## config.mk

```make
export PLATFORM = sky130hd
export DESIGN_NAME = branch_resolve_unit
export DESIGN_NICKNAME = d
export VERILOG_FILES = /design/src/rtl/branch_resolve_unit.sv
export SDC_FILE = /design/constraint.sdc
export NUM_CORES = 1
export LEC_CHECK = 0
export BUFFER_PORTS_ARGS = -buffer_cell sky130_fd_sc_hd__buf_4
export CAP_MARGIN = 30
export CORE_MARGIN = 2
export CORE_UTILIZATION = 48
export CTS_CLUSTER_SIZE = 28
export DETAILED_ROUTE_END_ITERATION = 10
export HOLD_SLACK_MARGIN = 0.05
export PLACE_DENSITY = 0.82
export SETUP_SLACK_MARGIN = 0.05
export SYNTH_ARGS = -nofsm -noshare
export SYNTH_HDL_FRONTEND = slang
export SYNTH_SLANG_ARGS = --single-unit
```

## constraint.sdc

```tcl
create_clock -name clk -period 2.7 [get_ports clk]
set_input_delay 0.54 -clock clk [delete_from_list [all_inputs] [get_ports clk]]
set_output_delay 0.54 -clock clk [all_outputs]
set_load 0.005 [all_outputs]
```

## src/rtl/branch_resolve_unit.sv

```systemverilog
// ID-stage branch resolver: compares forwarded operands, registers the outcome,
// and maintains a 2-bit saturating branch history table read by fetch.
module branch_resolve_unit #(
  parameter int WIDTH       = 32,
  parameter int BHT_ENTRIES = 16,
  parameter int SIGNED_CMP  = 1,
  parameter int CNT_W       = 16
) (
  input  logic             clk,
  input  logic             rst,
  input  logic             valid_in,
  input  logic             stall,
  input  logic [31:0]      IR,
  input  logic [WIDTH-1:0] In1,
  input  logic [WIDTH-1:0] In2,
  input  logic [31:0]      pc_id,
  input  logic             pred_taken_in,
  input  logic [31:0]      lookup_pc,
  output logic             lookup_taken,
  output logic             branchYes,
  output logic             is_branch,
  output logic             mispredict,
  output logic [CNT_W-1:0] branch_count,
  output logic [CNT_W-1:0] mispredict_count
);

  localparam int IDX = $clog2(BHT_ENTRIES);

  logic [5:0]             opcode;
  logic [IDX-1:0]         upd_idx;
  logic [IDX-1:0]         lk_idx;
  logic signed [WIDTH:0]  a_ext;
  logic signed [WIDTH:0]  b_ext;
  logic                   is_br_op;
  logic                   taken;
  logic                   br_valid;
  logic                   mispredict_d;

  logic                   branch_yes_q;
  logic                   is_branch_q;
  logic                   mispredict_q;
  logic [CNT_W-1:0]       branch_cnt_q;
  logic [CNT_W-1:0]       mispredict_cnt_q;
  logic [1:0]             bht_q [BHT_ENTRIES];

  logic                   unused_bits;

  function automatic logic [1:0] bht_next(input logic [1:0] cur, input logic t);
    if (t) return (cur == 2'b11) ? cur : cur + 2'b01;
    else   return (cur == 2'b00) ? cur : cur - 2'b01;
  endfunction

  function automatic logic [CNT_W-1:0] cnt_sat_inc(input logic [CNT_W-1:0] cur);
    return (&cur) ? cur : cur + 1'b1;
  endfunction

  assign opcode  = IR[31:26];
  assign upd_idx = pc_id[IDX+1:2];
  assign lk_idx  = lookup_pc[IDX+1:2];

  // One extra bit makes a single signed compare serve both signed and unsigned modes.
  assign a_ext = {(SIGNED_CMP != 0) & In1[WIDTH-1], In1};
  assign b_ext = {(SIGNED_CMP != 0) & In2[WIDTH-1], In2};

  always_comb begin
    is_br_op = 1'b1;
    taken    = 1'b0;
    case (opcode)
      6'h08:   taken = (In1 == In2);
      6'h09:   taken = (In1 != In2);
      6'h0A:   taken = (a_ext >= b_ext);
      6'h0B:   taken = (a_ext >  b_ext);
      6'h0C:   taken = (a_ext <= b_ext);
      6'h0D:   taken = (a_ext <  b_ext);
      default: is_br_op = 1'b0;
    endcase
  end

  assign br_valid     = valid_in & is_br_op;
  assign mispredict_d = br_valid & (taken != pred_taken_in);

  // Read-before-write: the lookup sees the table as it stands before this edge.
  assign lookup_taken = bht_q[lk_idx][1];

  always_ff @(posedge clk or posedge rst) begin
    if (rst) begin
      branch_yes_q     <= 1'b0;
      is_branch_q      <= 1'b0;
      mispredict_q     <= 1'b0;
      branch_cnt_q     <= '0;
      mispredict_cnt_q <= '0;
      for (int i = 0; i < BHT_ENTRIES; i++) bht_q[i] <= 2'b01;
    end else if (!stall) begin
      branch_yes_q <= br_valid & taken;
      is_branch_q  <= br_valid;
      mispredict_q <= mispredict_d;
      if (br_valid) begin
        bht_q[upd_idx] <= bht_next(bht_q[upd_idx], taken);
        branch_cnt_q   <= cnt_sat_inc(branch_cnt_q);
        if (mispredict_d) mispredict_cnt_q <= cnt_sat_inc(mispredict_cnt_q);
      end
    end
  end

  assign branchYes        = branch_yes_q;
  assign is_branch        = is_branch_q;
  assign mispredict       = mispredict_q;
  assign branch_count     = branch_cnt_q;
  assign mispredict_count = mispredict_cnt_q;

  assign unused_bits = ^{IR[25:0], pc_id[31:IDX+2], pc_id[1:0],
                         lookup_pc[31:IDX+2], lookup_pc[1:0]};

endmodule

```

# Word level (Yosys, flattened, before mapping)
# Index checks and enable logic that the tools add are counted.
# word_totals
in_bits,165
wordCells,74
out_inout_bits,36
reg_bits,67
# classes
bitwise_logic,8
n_addsub,4
order_cmp,7
n_eq_ne,10
muxes,16
reduce_logical,8
# op_table
cell,count
"6-bit by 4-bit == test with 1-bit output, second input constant",6
"16-bit by 1-bit adder with 16-bit output, second input constant",2
32-bit bitwise mux,1
32-bit == test,1
32-bit >= comparator,1
32-bit greater-than comparator,1
32-bit less-or-equal comparator,1
32-bit less-than comparator,1
32-bit != test,1
16-bit AND reduction,2
2-bit 2-to-1 mux,10
2-bit binary-select mux with 4-bit select,2
"5-bit >= comparator, second input constant",2
4-bit inverter with 5-bit output,2
2-bit demux with 4-bit select,1
1-bit one-hot mux with 6 select lines,1
6-bit OR reduction,1
"5-bit by 1-bit less-than comparator with 1-bit output, second input constant",1
4-bit AND reduction,1
1-bit AND,3
1-bit inverter,3
3-bit AND reduction,1
"2-bit by 1-bit adder with 2-bit output, second input constant",1
"2-bit == test, second input constant",1
other kinds (6),6

# Longest topological paths before layout
# Gate-level depths: netlist (run 1).
# logic_depth
ltp_word,10
depth_mapped,12
ltp_nobuf,11

# Least setup slack after synthesis (run 1)
# OpenSTA, ideal clock, no wires.
# synth_path
path_kind,input -> register
from,input In2[17]
to,register mispredict_cnt_q[7] (netlist: mispredict_count[7])
path_slack_ns,-0.509
n_path_buf,1
setup_ns,0.124
arrival_ns,3.085
cell_stages,12
t_required_ns,2.576
cell_sequence,inv_1 > ha_1 > a21oi_1 > o21ai_0 > a221o_1 > a2111oi_2 > a21oi_1 > nor4_4 > o31ai_2 > buf_6 > a2111o_1 > xnor2_1
# synth_via
elab_chain_cells,5
elab_cells_between_ends,10
cone_classes,order compare: 4; eq/ne: 3; mux: 1; bitwise: 1; reduce/logical: 1
# synth_lines
element,line_no,text
"start, declared",15,"input logic [WIDTH-1:0] In2,"
"32-bit less-than comparator, or another cell as far along",74,6'h0D: taken = (a_ext < b_ext);
1-bit one-hot mux with 6 select lines (*),68,case (opcode)
1-bit != test (*),80,assign mispredict_d = br_valid & (taken != pred_taken_in);
1-bit AND (*),80,
4-bit AND reduction (no source line) (*),n/a,
"end signal, assigned",100,if (mispredict_d) mispredict_cnt_q <= cnt_sat_inc(mispredict_cnt_q);
"end, declared",43,logic [CNT_W-1:0] mispredict_cnt_q;
# Mark *: on every way between the ends. The rest lies on a longest branch, timed or not.
# A chain may end at the register's enable or synchronous reset.

# Worst setup path after layout (run 1)
# layout_path
from,input In2[20]
to,register bht_q[17] in the netlist's numbering
# layout_via
elab_chain_cells,6
elab_cells_between_ends,11
cone_classes,order compare: 4; eq/ne: 2; mux: 5
# layout_lines
element,line_no,text
"32-bit less-than comparator, or another cell as far along",74,
1-bit one-hot mux with 6 select lines (*),68,
2-bit 2-to-1 mux (*),49,if (t) return (cur == 2'b11) ? cur : cur + 2'b01;
2-bit 2-to-1 mux (*),97,if (br_valid) begin
2-bit 2-to-1 mux (*),93,end else if (!stall) begin
32-bit bitwise mux (*),98,"bht_q[upd_idx] <= bht_next(bht_q[upd_idx], taken);"
"end signal, assigned by index",98,
"end, declared",44,logic [1:0] bht_q [BHT_ENTRIES];
# Mark *: on every way between the ends. The rest lies on a longest branch, timed or not. The select of a mux whose other input is x is not followed.

==> impl_summary.txt, run 1 <==
----------------------------------------------------
[Status]
  Outcome ... complete, but fails checks
  Violations in the final reports ... negative setup slack

[Clock network]
  CTS tree ... done
  Clk_lat worst skew ... 0.35 ns
  Number of hold-repair buffers added at the cts stage ... 0
  Number of buffers on the longest clock path ... 2
  H-tree levels ... 3
  Cts bufs inserted ... 9
  Root Buffer Master ... sky130_fd_sc_hd__clkbuf_8
  Clock-pin slew on the worst setup and hold paths ... 0.07 ns
  Clock tree sinks ... 67

[STA]
  Final cycle utilization of the critical path ... 109.6%
  Final worst-path setup slack ... -0.2591 ns
  Final-report max-slew violation count ... 0
  Worst Skew ... 0.007093 ns
  Fmax ... 337.9 MHz
  Worst slew margin ... 55.56%
  Final Hold Viols ... 0
  Final period demand of the worst path ... 2.959 ns
  Actual slew at the worst max-slew pin ... 0.6596 ns
  Setup repair after global routing missed its margin ... true
  Worst hold margin ... 0.2675 ns
  Final Setup Violations ... 47

[Place]
  Gpl congestion ... 0.8848
  Post-place setup slack ... -0.6688 ns
  Half-perimeter wire length of the detailed placement result ... 8801 um
  Placed cells ... 692
  PortBufs ... 118

[Final layout]
  Area Growth Syn to Fin ... 49.59%
  Fraction of layout instances using a drive strength above 1 ... 49.75%
  Commonest cells after routing, fill and taps aside ... sky130_fd_sc_hd__buf_4 (136), sky130_fd_sc_hd__nand2_1 (55), sky130_fd_sc_hd__dfrtp_1 (51), sky130_fd_sc_hd__inv_1 (33), sky130_fd_sc_hd__o21ai_2 (30)
  Final cell utilization of the core ... 74.18%
  Layout Nets ... 801
  Number of standard cells in the final layout excluding fillers ... 715
  N_diodes ... 0
  Most frequent standard cell in the layout excluding fill and tap cells ... sky130_fd_sc_hd__buf_4

[Worst setup path]
  Worst EP required ... 2.98 ns
  Worst setup SP type ... input pin
  Cells on worst reg2reg path ... 7
  Reg-to-reg slack, setup ... 0.03 ns
  Crit Reg-Reg Endpoint ... mispredict_count[1]
  Category of the worst setup path capture point ... flip-flop
  Start-to-end type of the worst setup path ... input pin to flip-flop
  Data arrival time of the critical path ... 3.24 ns
  Worst flop-to-flop path startpoint ... mispredict_count[5]
  Critical path peak fanout ... 8
  Crit path from ... In2[20]

[Floorplanning]
  Full die area ... 9784 um^2
  Starting density of the core ... 49.58%
  Standard cell core area ... 8721 um^2
  IO Pins ... 201
  Die height ... 98.92 um
  Die Width ... 98.92 um
  Std-Cell Rows ... 34

[Logic synthesis]
  Yosys warns ... 0
  Share of the yosys chip area belonging to registers ... 39.24%
  Net Count, Synth ... 641
  Area share of the largest cell type after synthesis ... 29.51%
  Dominant synthesized flop cell ... sky130_fd_sc_hd__dfrtp_1
  Post-synth top area cell ... sky130_fd_sc_hd__dfrtp_1
  Share of flip-flops with an asynchronous set or reset after synthesis ... 100.0%
  Cells taking the most area after synthesis ... sky130_fd_sc_hd__dfrtp_1 (30%), sky130_fd_sc_hd__ha_1 (9.8%), sky130_fd_sc_hd__dfstp_2 (9.7%), sky130_fd_sc_hd__mux4_2 (7.8%), sky130_fd_sc_hd__nand2_1 (5.0%)
  Average cell area after synthesis ... 9.783 um^2
  Number of enable flip-flop cells after synthesis ... 0
  Cells after Synth ... 442
  Synthesized cell area ... 4324 um^2
  Number of distinct library cells after synthesis ... 52
  Number of synthesized register bits ... 67

[Global route]
  Global Route Usage Sum ... 25.27%
  Largest net degree at the start of global routing ... 68
  Via count of the first global-routing pass ... 4257
  Global-route wire length before repair ... 19980 um
  Antenna violations before repair ... 0
  Remaining Overflow, GRT ... 0

[Power and ir drop]
  Overall power ... 0.002628 W
  Total power density per cell area ... 406.3 nW/um^2
  P_leak ... 3.010 nW
  Maximum VDD drop ... 0.4896 mV

[Drt]
  DRT Wirelength ... 12390 um
  Routed wire per std cell ... 17.33 um
  Routed via count ... 4073
  # DRC ... 0
  Number of routed nets with antenna violations ... 0
  Per-cell via count in the routed design ... 5.697
  TritonRoute pass-1 iters ... 5
  Iter 0 DRT Violations ... 243

[Run]
  Maximum capacitance violations ... 0

[Worst hold path]
  Hold crit path type ... input pin to async pin

----------------------------------------------------
## power breakdown
| part | total [W] | internal [W] | leakage, nW | switching [W] |
|---|---|---|---|---|
| Sequential | 0.00110 | 0.00104 | 0.863 | 0.0000534 |
| Clock | 0.000945 | 0.000569 | 0.113 | 0.000376 |
| Combinational | 0.000588 | 0.000316 | 2.03 | 0.000272 |
## Yosys cell counts (all sizes together), types with 3 or more instances
| library cell | instances |
|---|---|
| nor2 | 16 |
| buf | 6 |
| a2111oi | 3 |
| a211oi | 7 |
| nand2 | 58 |
| dfrtp | 51 |
| xnor2 | 17 |
| nor4 | 4 |
| a21oi | 16 |
| nand3 | 28 |
| and2 | 4 |
| nand4 | 10 |
| ha | 34 |
| xor2 | 11 |
| nor3 | 3 |
| inv | 45 |
| dfstp | 16 |
| and3 | 5 |
| o31ai | 4 |
| nor2b | 5 |
| mux4 | 15 |
| o21ai | 37 |
| o211ai | 3 |
| o41ai | 5 |
| a21o | 10 |
## state kept, by name, summed over array words and instances, names as in the netlist
name	cells
mispredict_count	16
bht_q	32
branch_count	16
mispredict	1
is_branch	1
branchYes	1
## worst max-delay path, cell delays in order
cell	delay (ns)
sky130_fd_sc_hd__buf_6	0.10
sky130_fd_sc_hd__inv_4	0.05
sky130_fd_sc_hd__ha_4	0.19
sky130_fd_sc_hd__and4_1	0.20
sky130_fd_sc_hd__a221o_1	0.40
sky130_fd_sc_hd__a2111o_1	0.42
sky130_fd_sc_hd__nor3_2	0.24
sky130_fd_sc_hd__nor4_4	0.10
sky130_fd_sc_hd__buf_4	0.15
sky130_fd_sc_hd__o41ai_4	0.36
sky130_fd_sc_hd__nand2_2	0.18
sky130_fd_sc_hd__buf_6	0.19
sky130_fd_sc_hd__o21ai_2	0.11
## through the flow
step / setup TNS (ns) / area (um^2)
2_1_floorplan: -9.422 / 4463
3_3_place_gp: -25.00 / 5680
3_5_place_dp: -27.67 / 5680
4_1_cts: -6.193 / 6248
5_1_grt: -13.37 / 6469
6_report: -7.298 / 6469
## cell families (layout without fill, tap and decap cells)
family / after synthesis / in the layout / share of synthesized area [%]
simple gates: 146 / 146 / 16.84
compound gates: 96 / 96 / 14.99
flops: 67 / 67 / 39.24
buf+inv: 53 / 218 / 4.861
fa+ha+maj: 34 / 34 / 9.838
xor+xnor: 28 / 28 / 5.671
mux: 18 / 18 / 8.565
## worst max path at each step
| stage | endpoint | slack (ns) | cells past startpoint |
|---|---|---|---|
| 3_3_place_gp | mispredict_count[12] | -0.58 | 14 |
| 4_1_cts | mispredict_count[12] | -0.20 | 12 |
| 5_1_grt | mispredict_count[1] | -0.39 | 13 |
| 3_5_place_dp | mispredict_count[12] | -0.67 | 13 |
| 6_report | bht_q[17] | -0.26 | 13 |
| 2_1_floorplan | mispredict_count[7] | -0.38 | 11 |
## routing by layer
metal / wire length [um] / vias to the layer above / global-route usage [%] / part of all wire [%]
li1: - / 1914 / - / -
met1: 4911 / 1947 / 31.61 / 40
met2: 6231 / 178 / 43.87 / 50
met3: 927 / 34 / 4.468 / 7.5
met4: 320 / 0 / 9.168 / 2.6
met5: 0 / - / 0 / 0
## area by class of cell
cell class                 instances  area, um^2
clock buffer                      12       155.1
clock inverter                     4       72.57
fill                             542        2252
inverter                          45       191.4
multi-input combinational        322        2944
sequential                        67        1697
tap                              108       135.1
timing repair buffer             157        1274
## what timing repair did
action,4_1_cts,5_1_grt
setup endpoints to repair,49,49
buffers inserted,7,6
resized for setup,74,39
pin swaps,17,23
endpoints found under the hold margin,0,0
(Power assumes the default switching activity.)
==> run 2, diff against run 1 <==
- GPL_TIMING_DRIVEN: default -> 0
- RECOVER_POWER: default -> 100
==> impl_summary.txt, run 2 (same netlist as run 1, synthesis figures left out) <==
----------------------------------------------------
[Status]
  Outcome ... complete, but fails checks
  Violations in the final reports ... negative setup slack

[Floorplanning]
  Starting density of the core ... 49.58% (unchanged)
  Standard cell core area ... 8721 um^2 (unchanged)
  Die height ... 98.92 um (unchanged)
  IO Pins ... 201 (unchanged)
  Std-Cell Rows ... 34 (unchanged)
  Full die area ... 9784 um^2 (unchanged)
  Die Width ... 98.92 um (unchanged)

[Clock network]
  H-tree levels ... 3 (unchanged)
  Clock tree sinks ... 67 (unchanged)
  Clock-pin slew on the worst setup and hold paths ... 0.08 ns (about the same)
  Root Buffer Master ... sky130_fd_sc_hd__clkbuf_8
  CTS tree ... done
  Number of buffers on the longest clock path ... 2 (unchanged)
  Cts bufs inserted ... 9 (unchanged)
  Clk_lat worst skew ... 0.34 ns (about the same)

[Power and ir drop]
  Total power density per cell area ... 382.9 nW/um^2 (-5.8%)
  P_leak ... 2.943 nW (-2.2%)
  Maximum VDD drop ... 0.3412 mV (-30%)
  Overall power ... 0.002449 W (-6.8%)

[Drt]
  Per-cell via count in the routed design ... 5.744 (+0.83%)
  Iter 0 DRT Violations ... 230 (-5.3%)
  Number of routed nets with antenna violations ... 0 (unchanged)
  TritonRoute pass-1 iters ... 4 (-1)
  # DRC ... 0 (unchanged)
  Routed via count ... 4101 (+0.69%)
  Routed wire per std cell ... 17.44 um (+0.61%)
  DRT Wirelength ... 12450 um (+0.47%)

[Final layout]
  Fraction of layout instances using a drive strength above 1 ... 45.87% (-3.9 points)
  N_diodes ... 0 (unchanged)
  Area occupied by multi-input gates ... 2973 um^2 (+0.98%)
  # fillers ... 579 (+6.8%)
  Register ranked first by flip-flop count ... bht_q
  Max FFs per register ... 32 (unchanged)
  Area Growth Syn to Fin ... 47.92%
  Final cell utilization of the core ... 73.34% (-0.83 points)
  Most frequent standard cell in the layout excluding fill and tap cells ... sky130_fd_sc_hd__buf_4
  Layout Nets ... 800 (-0.12%)
  Commonest cells after routing, fill and taps aside ... sky130_fd_sc_hd__buf_4 (90), sky130_fd_sc_hd__nand2_1 (56), sky130_fd_sc_hd__dfrtp_1 (51), sky130_fd_sc_hd__inv_1 (37), sky130_fd_sc_hd__clkbuf_4 (33)
  Reg area ... 1697 um^2 (unchanged)
  Number of standard cells in the final layout excluding fillers ... 714 (-0.14%)

[Worst setup path]
  Critical path's most frequent cell ... sky130_fd_sc_hd__buf_4
  Cells along the critical path ... buf_6, inv_4, ha_4, a21oi_2, o21ai_1, a221o_1, a2111o_1, o21ai_4, buf_4, a21oi_4, o211ai_1, buf_4, a21o_1, mux2_4
  Worst flop-to-flop path startpoint ... mispredict_count[5]
  Critical path's slowest cell ... sky130_fd_sc_hd__a2111o_1
  Worst setup SP type ... input pin
  Crit path from ... In2[19]
  Critical path peak fanout ... 3 (-5)
  Category of the worst setup path capture point ... flip-flop
  Worst EP required ... 2.93 ns (-0.05 ns)
  Start-to-end type of the worst setup path ... input pin to flip-flop
  Crit path largest cell delay ... 0.44 ns (+0.02 ns)
  Data arrival time of the critical path ... 3.33 ns (+0.09 ns)

[Place]
  Gpl congestion ... 0.9146 (+3.4%)
  PortBufs ... 116 (-1.7%)
  Half-perimeter wire length of the detailed placement result ... 8589 um (-2.4%)
  Post-place setup slack ... -0.7439 ns (-0.07505 ns)
  Placed cells ... 667 (-3.6%)

[STA]
  Final period demand of the worst path ... 3.092 ns (+0.1326 ns)
  Worst Skew ... 0.01472 ns (+0.007623 ns)
  Final cycle utilization of the critical path ... 114.5% (+4.9 points)
  Fmax ... 323.5 MHz (-4.3%)
  Setup repair after global routing missed its margin ... true
  Final Hold Viols ... 0 (unchanged)
  Final-report max-slew violation count ... 0 (unchanged)
  Final Setup Violations ... 50 (+6.4%)
  Final TNS setup ... -13.99 ns (-6.691 ns)
  Final worst-path setup slack ... -0.3916 ns (-0.1326 ns)
  Actual slew at the worst max-slew pin ... 1.165 ns (+0.5054 ns)
  Worst slew margin ... 22.25% (-33 points)

[Global route]
  Global-route wire length before repair ... 19530 um (-2.2%)
  Remaining Overflow, GRT ... 0 (unchanged)
  Via count of the first global-routing pass ... 4176 (-1.9%)
  Largest net degree at the start of global routing ... 37 (-46%)
  Antenna violations before repair ... 0 (unchanged)
  Global Route Usage Sum ... 24.75% (-0.52 points)

[Run]
  Maximum capacitance violations ... 0 (unchanged)

[Worst hold path]
  Hold crit path type ... input pin to flip-flop
  Hold path start ... stall

----------------------------------------------------
run 2: changes by cell type in the layout (fill, tap and decap cells not counted), sizes merged:
cell | before | now
clkbuf | 12 | 55
buf | 157 | 115
bufinv | 2 | 0
run 2: per-layer routing:
metal	global-route usage [%]	up-vias	wire, um
met4	10.33	0	369
met3	5.177	34	1019
met5	0	-	0
met2	41.84	191	6179
met1	30.85	1966	4882
li1	-	1910	-
run 2: per-stage QoR:
step           hold WS [ns]  area, um^2
2_1_floorplan        0.4406        4463
3_3_place_gp         0.4473        5469
3_5_place_dp         0.4536        5489
4_1_cts              0.3195        6133
5_1_grt              0.4497        6396
6_report             0.4391        6396
run 2: path summary, 6_finish.rpt:
check                                  endpoint  slack (ns)  depth (start not counted)
hold reg to reg                       bht_q[28]        0.47                          2
min in group asynchronous   mispredict_count[8]        0.51                          2
setup / recovery            mispredict_count[1]       -0.39                         14
setup reg to reg            mispredict_count[1]        0.08                          7
max in group asynchronous  mispredict_count[14]        0.69                          3
hold / removal                        is_branch        0.44                          3
run 2: repair_timing:
action,CTS,global route
setup endpoints to repair,50,50
gates cloned,2,1
resized for setup,67,47
hold buffers,0,0
pin swaps,34,40
buffers inserted,21,9
run 2: area by class of cell:
type / count / share of cell area (%)
Multi-Input combinational cell: 322 / 46.48
Sequential cell: 67 / 26.53
Timing Repair Buffer: 148 / 18.31
Inverter: 45 / 2.954
Clock buffer: 14 / 2.543
Tap cell: 108 / 2.113
Buffer: 8 / 0.8803
Clock inverter: 2 / 0.1956
run 2: worst max-delay path: cells and delay by family:
kind / cells / cell delay, ns
AOI/OAI and AO/OA: 8 / 1.80
buffers and inverters: 4 / 0.47
muxes: 1 / 0.31
adders and majority gates: 1 / 0.20
run 2: report_power, final:
part           switching (W)  internal, W
combinational       0.000284     0.000320
clock               0.000369     0.000384
sequential         0.0000497      0.00104
==> run 3, diff against run 2 <==
- SETUP_SLACK_MARGIN: 0.05 -> default
==> impl_summary.txt, run 3 (same netlist as run 1, synthesis figures left out) <==
----------------------------------------------------
[Worst hold path]
  Hold crit path type ... input pin to flip-flop
  Hold path start ... stall
  Number of instances on the worst hold path ... 2 (-1)

[Floorplanning]
  Std-Cell Rows ... 34 (unchanged)
  Standard cell core area ... 8721 um^2 (unchanged)
  Starting density of the core ... 49.58% (unchanged)
  Full die area ... 9784 um^2 (unchanged)
  Die Width ... 98.92 um (unchanged)
  Die height ... 98.92 um (unchanged)
  IO Pins ... 201 (unchanged)

[Worst setup path]
  Category of the worst setup path capture point ... flip-flop
  Worst setup SP type ... input pin
  Critical path's slowest cell ... sky130_fd_sc_hd__a2111o_1
  Top cell family by delay on the critical path ... compound AO/OA/AOI/OAI gates
  Cells along the critical path ... buf_6, inv_12, ha_4, and4_1, a221o_1, a2111o_1, o21ai_4, o211a_1, o211ai_1, buf_4, a2111o_1, xnor2_1
  Data arrival time of the critical path ... 3.25 ns (-0.08 ns)
  Buffers and inverters on the worst path ... 3 (-1)
  Worst EP required ... 2.95 ns (+0.02 ns)
  Critical path peak fanout ... 5 (+2)
  Critical path's most frequent cell ... sky130_fd_sc_hd__a2111o_1
  Crit path largest cell delay ... 0.44 ns (about the same)
  Crit path from ... In2[23]
  Start-to-end type of the worst setup path ... input pin to flip-flop
  Cells on worst reg2reg path ... 7 (unchanged)
  Levels on crit path ... 12 (-2)
  Worst flop-to-flop path startpoint ... mispredict_count[5]

[STA]
  Setup repair after global routing missed its margin ... true
  Fmax ... 332.4 MHz (+2.8%)
  Final period demand of the worst path ... 3.009 ns (-0.08307 ns)
  Final-report max-slew violation count ... 0 (unchanged)
  Worst Skew ... 0.008278 ns (-0.006439 ns)
  Worst slew margin ... 11.02% (-11 points)
  Final cycle utilization of the critical path ... 111.4% (-3.1 points)
  Final worst-path setup slack ... -0.3085 ns (+0.08307 ns)
  Final Hold Viols ... 0 (unchanged)
  Final Setup Violations ... 49 (-2.0%)
  Actual slew at the worst max-slew pin ... 1.333 ns (+0.1682 ns)

[Clock network]
  H-tree levels ... 3 (unchanged)
  Number of hold-repair buffers added at the cts stage ... 0 (unchanged)
  Clock-pin slew on the worst setup and hold paths ... 0.08 ns (about the same)
  Root Buffer Master ... sky130_fd_sc_hd__clkbuf_8
  Clock tree sinks ... 67 (unchanged)
  CTS tree ... done
  Number of buffers on the longest clock path ... 2 (unchanged)
  Cts bufs inserted ... 9 (unchanged)
  Clk_lat worst skew ... 0.35 ns (about the same)

[Final layout]
  Final cell utilization of the core ... 72.25% (-1.1 points)
  N_diodes ... 0 (unchanged)
  Area Growth Syn to Fin ... 45.72%
  # fillers ... 563 (-2.8%)
  Commonest cells after routing, fill and taps aside ... sky130_fd_sc_hd__buf_4 (100), sky130_fd_sc_hd__nand2_1 (56), sky130_fd_sc_hd__dfrtp_1 (51), sky130_fd_sc_hd__inv_1 (40), sky130_fd_sc_hd__clkbuf_4 (33)
  Most frequent standard cell in the layout excluding fill and tap cells ... sky130_fd_sc_hd__buf_4
  Register ranked first by flip-flop count ... bht_q
  Max FFs per register ... 32 (unchanged)
  Fraction of layout instances using a drive strength above 1 ... 45.25% (-0.63 points)
  Layout Nets ... 804 (+0.50%)

[Drt]
  Routed wire per std cell ... 17.59 um (+0.90%)
  Routed via count ... 4196 (+2.3%)
  # DRC ... 0 (unchanged)
  DRT Wirelength ... 12630 um (+1.5%)
  Per-cell via count in the routed design ... 5.844 (+1.7%)
  TritonRoute pass-1 iters ... 5 (+1)
  Number of routed nets with antenna violations ... 0 (unchanged)
  Iter 0 DRT Violations ... 348 (+51%)

[Status]
  Violations in the final reports ... negative setup slack
  Outcome ... complete, but fails checks

[Place]
  Post-place setup slack ... -0.7931 ns (-0.04924 ns)
  PortBufs ... 116 (unchanged)
  Half-perimeter wire length of the detailed placement result ... 8499 um (-1.1%)
  Gpl congestion ... 0.9094 (-0.57%)

[Global route]
  Global-route wire length before repair ... 20440 um (+4.6%)
  Largest net degree at the start of global routing ... 37 (unchanged)
  Remaining Overflow, GRT ... 0 (unchanged)
  Global Route Usage Sum ... 25.87% (+1.1 points)
  Antenna violations before repair ... 0 (unchanged)
  Via count of the first global-routing pass ... 4274 (+2.3%)

[Power and ir drop]
  Total power density per cell area ... 396.5 nW/um^2 (+3.5%)
  P_leak ... 2.924 nW (-0.64%)
  Maximum VDD drop ... 0.3108 mV (-8.9%)

[Run]
  Maximum capacitance violations ... 0 (unchanged)

----------------------------------------------------
[run 3: cell types whose count changed in the layout (fill, tap and decap cells not counted), sizes merged]
cell,delta
clkinv,+3
bufinv,+1
buf,+4
clkbuf,-5
clkinvlp,+1
[run 3: path summary, 6_finish.rpt]
| kind | slack, ns | to |
|---|---|---|
| setup / recovery | -0.31 | mispredict_count[7] |
| hold / removal | 0.44 | mispredict |
| setup reg to reg | 0.12 | mispredict_count[1] |
| hold reg to reg | 0.48 | bht_q[22] |
| max in group asynchronous | 0.72 | bht_q[19] |
| min in group asynchronous | 0.57 | branch_count[6] |
[run 3: area by class of cell]
| class | instances | area, um^2 | share of cell area [%] |
|---|---|---|---|
| plain buffers | 8 | 56.30 | 0.8936 |
| clock buffers | 9 | 123.9 | 1.966 |
| clock inverters | 7 | 68.82 | 1.092 |
| inverters | 45 | 188.9 | 2.998 |
| multi-input cells | 322 | 2859 | 45.37 |
| flip-flops and latches | 67 | 1697 | 26.93 |
| well taps | 108 | 135.1 | 2.145 |
| repair buffers | 152 | 1172 | 18.61 |
[run 3: stage by stage]
| stage | area, um^2 | setup TNS (ns) | instances | power (W) | hold slack, ns |
|---|---|---|---|---|---|
| 6_report | 6301 | -10.92 | 718 | 0.002498 | 0.4432 |
| 3_5_place_dp | 5489 | -30.64 | 667 | 0.001570 | 0.4574 |
| 5_1_grt | 6301 | -15.89 | 718 | 0.002607 | 0.4459 |
| 2_1_floorplan | 4463 | -9.422 | 442 | 0.001342 | 0.4406 |
| 3_3_place_gp | 5469 | -40.37 | 666 | 0.001541 | 0.4473 |
| 4_1_cts | 6146 | -10.42 | 709 | 0.002463 | 0.3745 |
[run 3: metal layers]
| layer | wire (um) | vias to the layer above | track usage, % |
|---|---|---|---|
| met1 | 4939 | 2027 | 32.43 |
| li1 | - | 1917 | - |
| met5 | 0 | - | 0 |
| met4 | 354 | 0 | 10.12 |
| met2 | 6285 | 216 | 43.56 |
| met3 | 1052 | 36 | 5.816 |
[run 3: timing repair]
| item | in CTS | in global routing |
|---|---|---|
| pin swaps | 39 | 9 |
| buffers inserted | 24 | 9 |
| gates cloned | 2 | 1 |
| setup endpoints to repair | 45 | 54 |
| gates resized for setup | 66 | 27 |
[run 3: power breakdown]
group	switching [W]	total, W	internal [W]
clock	0.000403	0.000825	0.000422
sequential	0.0000513	0.00109	0.00104
combinational	0.000272	0.000580	0.000307
